File: src/rtl/rans_pkg.sv
// rtl/rans_pkg.sv - shared widths, renormalization bound and controller state encoding for the rANS decoder slice
package rans_pkg;

  localparam int BYTE_W  = 8;
  localparam int STATE_W = 32;

  localparam logic [STATE_W-1:0] RANS_L_DEFAULT = 32'h0080_0000;

  typedef enum logic [2:0] {
    ST_IDLE,
    ST_SEED,
    ST_EMIT,
    ST_RENORM,
    ST_DONE
  } rans_ctrl_state_t;

endpackage

File: src/rtl/rans_stream_ctrl.sv
// rtl/rans_stream_ctrl.sv - streams the rANS state in from a byte stream, emits decoded symbols and renormalizes byte-wise
module rans_stream_ctrl
  import rans_pkg::*;
#(
  parameter logic [STATE_W-1:0] RANS_L = RANS_L_DEFAULT,
  parameter int                 CNT_W  = 24
) (
  input  logic               clk,
  input  logic               resetn,
  input  logic               start,
  input  logic [CNT_W-1:0]   sym_count,
  input  logic [BYTE_W-1:0]  in_data,
  input  logic               in_valid,
  output logic               in_ready,
  output logic [STATE_W-1:0] rans_state,
  input  logic [STATE_W-1:0] new_rans_state,
  input  logic [BYTE_W-1:0]  dec_byte,
  output logic [BYTE_W-1:0]  out_data,
  output logic               out_valid,
  input  logic               out_ready,
  output logic               busy,
  output logic               done
);

  rans_ctrl_state_t   r_state;
  rans_ctrl_state_t   w_next;
  logic [STATE_W-1:0] r_rans_state;
  logic [CNT_W-1:0]   r_cnt;
  logic [1:0]         r_seed_idx;

  logic               w_seed_take;
  logic               w_renorm_take;
  logic               w_out_fire;
  logic               w_last;
  logic [STATE_W-1:0] w_renorm_next;

  assign w_seed_take   = (r_state == ST_SEED) && in_valid;
  assign w_renorm_take = (r_state == ST_RENORM) && in_valid;
  assign w_out_fire    = (r_state == ST_EMIT) && out_ready;
  // A zero count can never reach EMIT; treating it as last keeps the FSM from locking up.
  assign w_last        = (r_cnt <= CNT_W'(1));
  assign w_renorm_next = {r_rans_state[STATE_W-BYTE_W-1:0], in_data};

  always_ff @(posedge clk or negedge resetn) begin
    if (!resetn) r_state <= ST_IDLE;
    else         r_state <= w_next;
  end

  always_comb begin
    w_next = r_state;
    case (r_state)
      ST_IDLE: begin
        if (start) w_next = (sym_count != '0) ? ST_SEED : ST_DONE;
      end
      ST_SEED: begin
        if (w_seed_take && (r_seed_idx == 2'd3)) w_next = ST_EMIT;
      end
      ST_EMIT: begin
        if (w_out_fire) begin
          if (w_last)                       w_next = ST_DONE;
          else if (new_rans_state < RANS_L) w_next = ST_RENORM;
        end
      end
      ST_RENORM: begin
        if (w_renorm_take && (w_renorm_next >= RANS_L)) w_next = ST_EMIT;
      end
      ST_DONE: w_next = ST_IDLE;
      default: w_next = ST_IDLE;
    endcase
  end

  always_ff @(posedge clk or negedge resetn) begin
    if (!resetn) begin
      r_rans_state <= '0;
      r_cnt        <= '0;
      r_seed_idx   <= '0;
    end else begin
      if ((r_state == ST_IDLE) && start && (sym_count != '0)) begin
        r_cnt      <= sym_count;
        r_seed_idx <= '0;
      end
      // Little-endian seed: after four shifts the first byte sits in bits 7:0.
      if (w_seed_take) begin
        r_rans_state <= {in_data, r_rans_state[STATE_W-1:BYTE_W]};
        r_seed_idx   <= r_seed_idx + 2'd1;
      end
      if (w_out_fire) begin
        r_rans_state <= new_rans_state;
        if (r_cnt != '0) r_cnt <= r_cnt - CNT_W'(1);
      end
      if (w_renorm_take) r_rans_state <= w_renorm_next;
    end
  end

  assign in_ready   = (r_state == ST_SEED) || (r_state == ST_RENORM);
  assign out_valid  = (r_state == ST_EMIT);
  assign out_data   = dec_byte;
  assign busy       = (r_state == ST_SEED) || (r_state == ST_EMIT) || (r_state == ST_RENORM);
  assign done       = (r_state == ST_DONE);
  assign rans_state = r_rans_state;

endmodule

File: config.mk
export PLATFORM = sky130hd
export DESIGN_NAME = rans_stream_ctrl
export DESIGN_NICKNAME = d
export VERILOG_FILES = /design/src/rtl/rans_pkg.sv /design/src/rtl/rans_stream_ctrl.sv
export SDC_FILE = /design/constraint.sdc
export NUM_CORES = 1
export LEC_CHECK = 0
export CAP_MARGIN = 25
export CORE_UTILIZATION = 64
export CTS_CLUSTER_SIZE = 12
export DETAILED_ROUTE_END_ITERATION = 8
export DONT_BUFFER_PORTS = 1
export GPL_TIMING_DRIVEN = 0
export PLACE_DENSITY = 0.8
export SLEW_MARGIN = 20
export SYNTH_ARGS = -nofsm -noshare
export SYNTH_HDL_FRONTEND = slang
export SYNTH_SLANG_ARGS = --single-unit
File: constraint.sdc
create_clock -name clk -period 3.44 [get_ports clk]
set_input_delay 0.344 -clock clk [delete_from_list [all_inputs] [get_ports clk]]
set_output_delay 0.344 -clock clk [all_outputs]
set_load 0.1 [all_outputs]
==> flow_metrics.env <==
export IMPL_async_reset_ff_share_pct=100
export IMPL_nNetsFinal=471
export IMPL_final_util_pct=74.3
export IMPL_htreeDepth=3
export IMPL_syn_avg_cell_area_sq_um=9.88
export IMPL_yosysWarnings=0
export IMPL_crit_arrival_ns=3.08
export IMPL_seqCellArea_sq_um=1530
export IMPL_timing_fmax_mhz=350
export IMPL_viasPerCell=7.16
export IMPL_drv_slew=0
export IMPL_dpl_instance_area_sq_um=3850
export IMPL_gp_congestion=0.901
export IMPL_clk_pin_slew_ns=0.07
export IMPL_tritoncts="built"
export IMPL_worstReg2RegEnd="r_cnt[4]"
export IMPL_mostFrequentLayoutCells="dfrtp_1, mux2i_1, o21ai_0"
export IMPL_r2r_cells=11
export IMPL_design_area_sq_um=4120
export IMPL_cts_num_sinks=61
export IMPL_holdPathEnd="r_state[1]"
export IMPL_chipWidth_microns=77.9
export IMPL_synth_top_area_share_pct=41.4
export IMPL_die_height_microns=77.9
export IMPL_yosysTopAreaCell="dfrtp_1"
export IMPL_cts_buffer_depth=2
export IMPL_fillers=393
export IMPL_wl_mm=10.4
export IMPL_area_delta_synth_final_pct=11.7
export IMPL_power_leakage_nw=1.56
export IMPL_muxShareOfSynthArea_pct=17.4
export IMPL_ys_seq_elements=61
export IMPL_core_sq_um=5540
export IMPL_drive_above_1_share_pct=18.2
export IMPL_finalHoldViolations=0
export IMPL_rsz0062_at_grt="no"
export IMPL_final_common_cell="dfrtp_1"
export IMPL_firstDrtPassIters=5
export IMPL_tightestPinTransition_ns=1.06
export IMPL_insertion_delay_ns=0.35
export IMPL_syn_inst=373
export IMPL_drc=0
export IMPL_detail_route_wl_per_cell_microns=22.3
export IMPL_num_rows=27
export IMPL_layout_min_cycle_time_ns=2.86
export IMPL_grt_pass1_vias=3174
export IMPL_multi_input_area_sq_um=1980
export IMPL_grt_ovfl_total=0
export IMPL_setup_viol=0
export IMPL_dieArea_sq_um=6070
export IMPL_initial_utilization_pct=66.5
export IMPL_clock_skew_ns=0.00390
export IMPL_synth_fa_ha_area_share_pct=1.36
export IMPL_r2r_start="r_state[2]"
export IMPL_synth_main_ff_cell="dfrtp_1"
export IMPL_track_usage_pct=35.9
export IMPL_fin_crit_sh_pct=83.0
export IMPL_ys_types=42
export IMPL_ys_top_cells_by_area="dfrtp_1, mux2i_1, a22oi_1"
export IMPL_slew_headroom_pct=29.1
export IMPL_vias=3342
export IMPL_grt_max_degree=62
export IMPL_antenna_found_initial=0
export IMPL_start_kind="register"
export IMPL_p_per_area_nw_per_um2=1180
export IMPL_finalNonFillerCells=467
export IMPL_seq_area_frac_synth_pct=41.4
export IMPL_port_buffers=0
export IMPL_syn_nets=454
export IMPL_drv_cap=0
export IMPL_synth_xor_area_share_pct=0
export IMPL_postCtsSetupBuffers=0
export IMPL_cp_max_fo=10
export IMPL_num_antenna_cells=0
export IMPL_status="finished clean"
export IMPL_place_hpwl_mm=7.34
export IMPL_pin_count=121
export IMPL_netlist_area_sq_um=3690
export IMPL_end_kind="register"
export IMPL_whs_path_depth=1
export IMPL_synth_top_family_by_area="compound AO/OA/AOI/OAI gates"
export IMPL_synth_simple_area_share_pct=15.2
export IMPL_grt_pass1_wl_mm=16.3
export IMPL_synth_compound_area_share_pct=19.2
export IMPL_cts_buffers=9
export IMPL_drtAntennaViolNets=0
export IMPL_peakVddDrop_mv=0.864
export IMPL_drt_iter0_drc=416
export IMPL_critPathRequiredTime_ns=3.66
export IMPL_hp_start="out_ready"
export IMPL_hold_class="in2reg"
export IMPL_finalSetupTns_ns=0
export IMPL_synth_edff_count=0
export IMPL_path_class="reg2reg"
export IMPL_dp_cells=449
export IMPL_r2r_slack_ns=0.58
export IMPL_cts_root_buf="clkbuf_8"
[kinds of logic (layout without fill, tap and decap cells)]
family                     Yosys count  in the layout
muxes                               61             61
buffers and inverters               39             61
and+or+nand+nor                    106            106
adders and majority gates            4              4
DFF                                 61             61
AOI/OAI and AO/OA                  102            102
[cell usage after synthesis (9+ instances only)]
cell type / number
nor2_1: 19
a22oi_1: 26
nor4_1: 14
clkbuf_1: 15
inv_1: 9
o21ai_0: 38
nand3_1: 14
mux2_2: 17
o221a_2: 14
dfrtp_1: 61
nand2_1: 21
a21oi_1: 9
mux2i_1: 42
nor3_1: 9
[flip-flops by register name, indices dropped and copies added, names as in the netlist]
register    flops
rans_state     32
r_state         3
r_cnt          24
r_seed_idx      2
[where the power goes]
| part | switching, mW | internal, mW |
|---|---|---|
| clock network | 0.281 | 0.445 |
| logic | 0.842 | 0.665 |
| registers | 1.63 | 1.02 |
[per-layer routing]
layer  routed length (microns)  track usage, %  vias to the layer above  part of all wire (%)
met5                         0               0                        -                     0
met4                       174            14.3                        0                   1.7
met3                      1210            10.6                       25                    12
met2                      4810            52.9                      219                    46
met1                      4240            49.6                     1632                    41
li1                          -               -                     1466                     -
[per-stage QoR]
step / power [mW] / worst slack (ns) / hold slack [ns]
floorplan: 3.68 / 0.175 / 0.0484
global placement: 3.96 / -0.141 / 0.0499
detailed placement: 4.10 / 0.688 / 0.0498
CTS: 4.85 / 0.612 / 0.0939
global route: 5.08 / 0.465 / 0.0901
finish: 4.88 / 0.583 / 0.0972
[how the worst max path moves through the flow]
stage                            to  slack [ns]  startpoint  cells after the start
after global placement     r_cnt[4]       -0.14  r_state[2]                      9
after CTS                  r_cnt[4]        0.61  r_state[2]                     11
after detailed placement   r_cnt[3]        0.69  r_state[2]                     11
after global routing       r_cnt[4]        0.46  r_state[2]                     11
final                      r_cnt[4]        0.58  r_state[2]                     11
after floorplan           r_cnt[16]        0.17  r_state[2]                      8
[critical path, cell delays in order, from the launching register on]
cell,delay [ns]
dfrtp_1,0.49
nor3b_4,0.32
buf_16,0.21
buf_1,0.10
and2_1,0.11
clkbuf_1,0.35
o21a_1,0.22
buf_6,0.16
buf_8,0.16
buf_2,0.27
mux2i_1,0.25
a21oi_1,0.09
[timing repair]
action,4_1_cts,5_1_grt
endpoints found under the setup margin,0,0
endpoints found under the hold margin,61,0
hold buffers,2,0
resized for setup,0,0
[layout make-up]
class                   count  area share, %
flip-flops and latches     61           37.1
repair buffers              6           2.43
multi-input cells         273           48.0
clock inverters             4           1.70
inverters                   9          0.820
plain buffers              30           3.98
clock buffers              12           3.77
well taps                  72           2.19
(Power assumes the default switching activity.)
